### config.mk
export PLATFORM = sky130hd
export DESIGN_NAME = operand_loader_flat
export DESIGN_NICKNAME = d
export VERILOG_FILES = /design/src/rtl/operand_loader_if.sv /design/src/rtl/operand_loader.sv /design/src/flat_wrapper.sv
export SDC_FILE = /design/constraint.sdc
export NUM_CORES = 1
export LEC_CHECK = 0
export CAP_MARGIN = 20
export CELL_PAD_IN_SITES_DETAIL_PLACEMENT = 1
export CELL_PAD_IN_SITES_GLOBAL_PLACEMENT = 1
export CORE_ASPECT_RATIO = 0.75
export CORE_MARGIN = 5
export CORE_UTILIZATION = 30
export CTS_CLUSTER_DIAMETER = 200
export DETAILED_ROUTE_END_ITERATION = 10
export GPL_TIMING_DRIVEN = 0
export PLACE_DENSITY = 0.67
export SLEW_MARGIN = 40
export SYNTH_ARGS = -nofsm -noshare
export SYNTH_HDL_FRONTEND = slang
export SYNTH_SLANG_ARGS = --single-unit
### constraint.sdc
create_clock -name clock -period 2 [get_ports clock]
set_clock_uncertainty 0.05 [all_clocks]
set_input_delay 0.3 -clock clock [delete_from_list [all_inputs] [get_ports clock]]
set_output_delay 0.3 -clock clock [all_outputs]
set_load 0.01 [all_outputs]
### src/rtl/operand_loader_if.sv
// Pin-side bus of operand_loader: raw 12-bit host pins in, operands/opcode and
// handshake/debug flags out to the FPU and result buffer.
interface operand_loader_if;
  logic [11:0] io_in;
  logic [9:0]  num1;
  logic [9:0]  num2;
  logic [3:0]  op;
  logic        start;
  logic        ready;
  logic [1:0]  phase;
  logic        timeout;

  modport master (
    output io_in,
    input  num1, num2, op, start, ready, phase, timeout
  );

  modport slave (
    input  io_in,
    output num1, num2, op, start, ready, phase, timeout
  );
endinterface

### src/rtl/operand_loader.sv
// FPU operand loader: synchronises io_in, captures A, B and opcode on strobe rises, pulses start.
// Optional stall abort is compiled in with `define OPERAND_TIMEOUT_EN.
module operand_loader #(
  parameter int unsigned SYNC_STAGES    = 2,
  parameter int unsigned TIMEOUT_CYCLES = 1023
) (
  input  logic            clock,
  input  logic            reset,
  operand_loader_if.slave bus
);

  typedef enum logic [1:0] {
    S_A   = 2'b00,
    S_B   = 2'b01,
    S_OP  = 2'b10,
    S_BAD = 2'b11
  } state_t;

  if (SYNC_STAGES < 2 || TIMEOUT_CYCLES < 2) begin : g_param_check
    $error("operand_loader: SYNC_STAGES and TIMEOUT_CYCLES must both be at least 2");
  end

  logic [11:0] sync_q [SYNC_STAGES];
  logic [11:0] s_in;
  logic        s_stb;
  logic        s_clr;
  logic [9:0]  s_payload;
  logic        stb_q;
  logic        rise;

  state_t      state_q;
  state_t      state_d;
  logic        ld_a;
  logic        ld_b;
  logic        ld_op;
  logic        expire;

  logic [9:0]  num1_q;
  logic [9:0]  num2_q;
  logic [3:0]  op_q;
  logic        start_q;

  // Whole bus goes through the same chain so payload stays aligned with strobe/clear.
  always_ff @(posedge clock or posedge reset) begin
    if (reset) begin
      for (int unsigned i = 0; i < SYNC_STAGES; i++) begin
        sync_q[i] <= '0;
      end
      stb_q <= 1'b0;
    end else begin
      sync_q[0] <= bus.io_in;
      for (int unsigned i = 1; i < SYNC_STAGES; i++) begin
        sync_q[i] <= sync_q[i-1];
      end
      stb_q <= s_stb;
    end
  end

  assign s_in      = sync_q[SYNC_STAGES-1];
  assign s_stb     = s_in[11];
  assign s_clr     = s_in[10];
  assign s_payload = s_in[9:0];
  assign rise      = s_stb & ~stb_q;

  always_ff @(posedge clock or posedge reset) begin
    if (reset) begin
      state_q <= S_A;
    end else begin
      state_q <= state_d;
    end
  end

  // Clear beats a simultaneous rise (that edge is still consumed via stb_q); both beat expiry.
  always_comb begin
    state_d = state_q;
    ld_a    = 1'b0;
    ld_b    = 1'b0;
    ld_op   = 1'b0;
    if (s_clr) begin
      state_d = S_A;
    end else if (rise) begin
      case (state_q)
        S_A: begin
          ld_a    = 1'b1;
          state_d = S_B;
        end
        S_B: begin
          ld_b    = 1'b1;
          state_d = S_OP;
        end
        S_OP: begin
          ld_op   = 1'b1;
          state_d = S_A;
        end
        default: state_d = S_A;
      endcase
    end else if (expire || state_q == S_BAD) begin
      state_d = S_A;
    end
  end

  always_ff @(posedge clock or posedge reset) begin
    if (reset) begin
      num1_q  <= '0;
      num2_q  <= '0;
      op_q    <= '0;
      start_q <= 1'b0;
    end else begin
      start_q <= ld_op;
      if (ld_a) begin
        num1_q <= s_payload;
      end
      if (ld_b) begin
        num2_q <= s_payload;
      end
      if (ld_op) begin
        op_q <= s_payload[3:0];
      end
    end
  end

`ifdef OPERAND_TIMEOUT_EN
  localparam int unsigned CW = $clog2(TIMEOUT_CYCLES + 1);

  logic [CW-1:0] cnt_q;
  logic          timeout_q;

  assign expire = (state_q == S_B || state_q == S_OP) &&
                  (cnt_q == CW'(TIMEOUT_CYCLES - 1));

  always_ff @(posedge clock or posedge reset) begin
    if (reset) begin
      cnt_q     <= '0;
      timeout_q <= 1'b0;
    end else begin
      if (rise || s_clr || state_q == S_A) begin
        cnt_q <= '0;
      end else begin
        cnt_q <= cnt_q + 1'b1;
      end
      if (rise || s_clr) begin
        timeout_q <= 1'b0;
      end else if (expire) begin
        timeout_q <= 1'b1;
      end
    end
  end

  assign bus.timeout = timeout_q;
`else
  assign expire      = 1'b0;
  assign bus.timeout = 1'b0;
`endif

  assign bus.num1  = num1_q;
  assign bus.num2  = num2_q;
  assign bus.op    = op_q;
  assign bus.start = start_q;
  assign bus.ready = (state_q == S_A);
  assign bus.phase = state_q;

endmodule

### src/flat_wrapper.sv
// flat-port wrapper written by rule: the top's interface ports become plain ports
module operand_loader_flat 
#(
  parameter int unsigned SYNC_STAGES    = 2,
  parameter int unsigned TIMEOUT_CYCLES = 1023
)
  (clock, reset, bus_io_in, bus_num1, bus_num2, bus_op, bus_start, bus_ready, bus_phase, bus_timeout);
  operand_loader_if bus_i ();
  input  logic clock;
  input  logic reset;
  input wire logic [$bits(bus_i.io_in)-1:0] bus_io_in;
  output wire logic [$bits(bus_i.num1)-1:0] bus_num1;
  output wire logic [$bits(bus_i.num2)-1:0] bus_num2;
  output wire logic [$bits(bus_i.op)-1:0] bus_op;
  output wire logic [$bits(bus_i.start)-1:0] bus_start;
  output wire logic [$bits(bus_i.ready)-1:0] bus_ready;
  output wire logic [$bits(bus_i.phase)-1:0] bus_phase;
  output wire logic [$bits(bus_i.timeout)-1:0] bus_timeout;
  assign bus_i.io_in = bus_io_in;
  assign bus_num1 = bus_i.num1;
  assign bus_num2 = bus_i.num2;
  assign bus_op = bus_i.op;
  assign bus_start = bus_i.start;
  assign bus_ready = bus_i.ready;
  assign bus_phase = bus_i.phase;
  assign bus_timeout = bus_i.timeout;
  operand_loader #(.SYNC_STAGES(SYNC_STAGES), .TIMEOUT_CYCLES(TIMEOUT_CYCLES)) u_core (.clock(clock), .reset(reset), .bus(bus_i));
endmodule
==> summary.txt <==
Floorplan
  • Io pins: 43
  • Die H: 74.72 µm
  • Die width: around 96 µm
  • Row Count: 23
  • Initial cell density of the core: 31.13%
  • Placeable Area: around 5400 µm²
  • Die Area: 7195 µm²

Final layout
  • # fillers: 546
  • Finished Layout Cells: 217
  • # diodes: 0
  • Area growth syn-to-layout: 36.97%
  • Layout cells sized above 1: 26.06%
  • Final Net Count: between 150 and 200

Place
  • Dpl cells: 209
  • RePlAce Congestion: 0.7062
  • DPL Wire Length: 2.279 mm
  • Port Buffers: 41

Detailed routing
  • Via count: 903
  • Vias per Instance: 4.161
  • DR DRC count: 0
  • DR WL/cell: 14.82 µm
  • ANT nets after route: 0
  • Router iterations before antenna repair: 3
  • Iter 0 DRT Violations: 13
  • M1 WL: 1.433 mm
  • DR WL met3: 196 µm
  • Top sig layer: met4
  • Routed wire length: roughly 3.2 mm
  • Met2 WL: 1.512 mm

Critical path
  • Critical Path Start Type: flip-flop
  • WP data required: 1.65 ns
  • Critical Path Fanout Max: 5
  • Crit path capture type: output pin
  • Worst R2R Setup Slack: 0.53 ns
  • Critical path class: reg -> out
  • Data arrival, critical path: about 1.5 ns

Pwr
  • Worst IR Drop VDD: 350.0 µV
  • Total Power: about 2.4 mW
  • Pleak: 1.022 nW
  • Pwr Density: ~1000 nW/µm²

Clock network
  • Postcts setup bufs: 0
  • Worst-path clk slew: 0.09 ns
  • Max clock buf depth: 2
  • CTS Buf Count: 5
  • TritonCTS clock tree: done
  • H-tree depth: 2
  • Clock Sinks: 52
  • Post-CTS Resized: 0
  • Clk_lat worst skew: 0.30 ns
  • Cts-stage hold buffer count: 0
  • Root buf cell: clkbuf_8

Timing
  • Max Freq: 539.6 MHz
  • RSZ-0062 raised after global routing: no
  • Tmin final: 1.853 ns
  • Period utilisation layout: ~90%
  • Count of final hold-check violations: 0
  • Slew Limit Fails: 0
  • Final setup viols: 0

Run
  • Max Cap Viol: 0

Yosys
  • Seq cells post-synth: 52
  • Yosys top cell by area: dfrtp_1
  • Post-Syn Area: 1675 µm²
  • Syn Nets: between 100 and 150
  • Synth area leaders: dfrtp_1 (78%), mux2_2 (15%), nor3b_4 (1.1%)
  • Share of Yosys cell area claimed by the top area cell type: 77.67%
  • Sequential share of the synthesized area: 77.67%
  • Syn. warnings: 0
  • Avg Inst Size Synth: 18.21 µm²
  • Cell variety after synth: 15
  • Syn Inst Count: 92

Global route
  • Vias in the first global route: slightly above 1k
  • Grt ovf: 0
  • GRT Total Usage: 10.25%
  • Initial antenna violation count: 0
  • Largest net degree at the start of global routing: 43
  • First-pass GRT wire length: 5.292 mm

Status
  • Run status: completed

Min path
  • Hold Crit Class: in -> async
-- state kept, by name, indices dropped and copies added (netlist names) --
name / count
u_core.bus.num1: 10
u_core.bus.num2: 10
u_core.bus.op: 4
u_core.bus.phase: 2
u_core.bus.start: 1
u_core.s_in: 12
u_core.stb_q: 1
u_core.sync_q: 12
-- metal layers --
layer / vias to the layer above / track usage, %
met5: - / 0
met4: 0 / 5.599
met3: 6 / 2.897
met2: 31 / 16.30
met1: 464 / 12.76
li1: 402 / -
-- final timing paths --
path / start / end / depth (start not counted)
hold / removal: reset / u_core.sync_q[14] / 2
min in group clock: u_core.sync_q[13] / u_core.s_in[1] / 0
hold reg to reg: u_core.sync_q[13] / u_core.s_in[1] / 0
setup / recovery: u_core.bus.phase[0] / bus_ready / 2
max in group asynchronous: reset / u_core.bus.num1[6] / 3
setup reg to reg: u_core.s_in[10] / u_core.bus.num1[2] / 3
-- report_power, final --
group | leakage (nW) | internal, mW | switching [mW] | total, mW
registers | 0.632 | 1.20 | 0.0755 | 1.27
clock network | 0.0510 | 0.277 | 0.327 | 0.604
logic | 0.340 | 0.320 | 0.181 | 0.501
total | 1.02 | 1.79 | 0.583 | 2.38
-- synthesized netlist by cell type --
cell and count:
nand2_1 1, mux2_1 1, conb_1 1, mux2i_1 1
nand2b_1 1, buf_4 1, dfrtp_1 52, nor3_1 1
inv_1 2, nand2_2 2, nor2b_1 2, nor2_1 2
xor2_1 1, mux2_2 23, nor3b_4 1
-- layout by cell type (no fill, tap or decap) --
master	count
buf_12	1
buf_4	1
clkbuf_8	6
clkdlybuf4s50_1	41
clkinv_2	2
conb_1	1
dfrtp_1	52
inv_1	1
inv_4	1
mux2_1	1
mux2_2	23
mux2i_1	1
nand2_1	1
nand2_2	2
nand2b_1	1
nor2_1	2
nor2b_1	2
nor3_1	1
nor3b_4	1
xor2_1	1
-- metrics by stage --
| stage | area, µm² | util (%) | hold slack, ns | setup TNS (ns) | worst slack [ns] |
|---|---|---|---|---|---|
| floorplan | 1675 | - | 0.2812 | 0 | 0.3921 |
| global placement | 2180 | 40.50 | 0.2822 | -22.20 | -0.4293 |
| detailed placement | 2202 | 40.92 | 0.2856 | 0 | 0.4753 |
| CTS | 2295 | 42.64 | 0.1898 | 0 | 0.1285 |
| global route | 2295 | 42.64 | 0.1885 | 0 | 0.07757 |
| finish | 2295 | 42.64 | 0.1983 | 0 | 0.1469 |
-- area by class of cell --
cell class                 instances  area, µm²  area share, %
clock buffer                       6      82.58          3.599
buffer                             1      7.507         0.3272
clock inverter                     2      10.01         0.4362
inverter                           2      10.01         0.4362
multi-input combinational         37      359.1          15.65
tap                               75      93.84          4.089
sequential                        52       1301          56.71
timing repair buffer              42      430.4          18.76
-- critical path: stages (launching register included) --
cell             delay, ns
dfrtp_1               0.44
nor2_1                0.18
clkdlybuf4s50_1       0.58
-- kinds of logic after synthesis --
kind of cell,synth area share [%]
DFF,77.67
muxes,16.73
and+or+nand+nor,3.958
buffers and inverters,0.8965
xor gates and xnor gates,0.5229
other,0.2238
No activity file was read; power rests on OpenSTA's default activity.
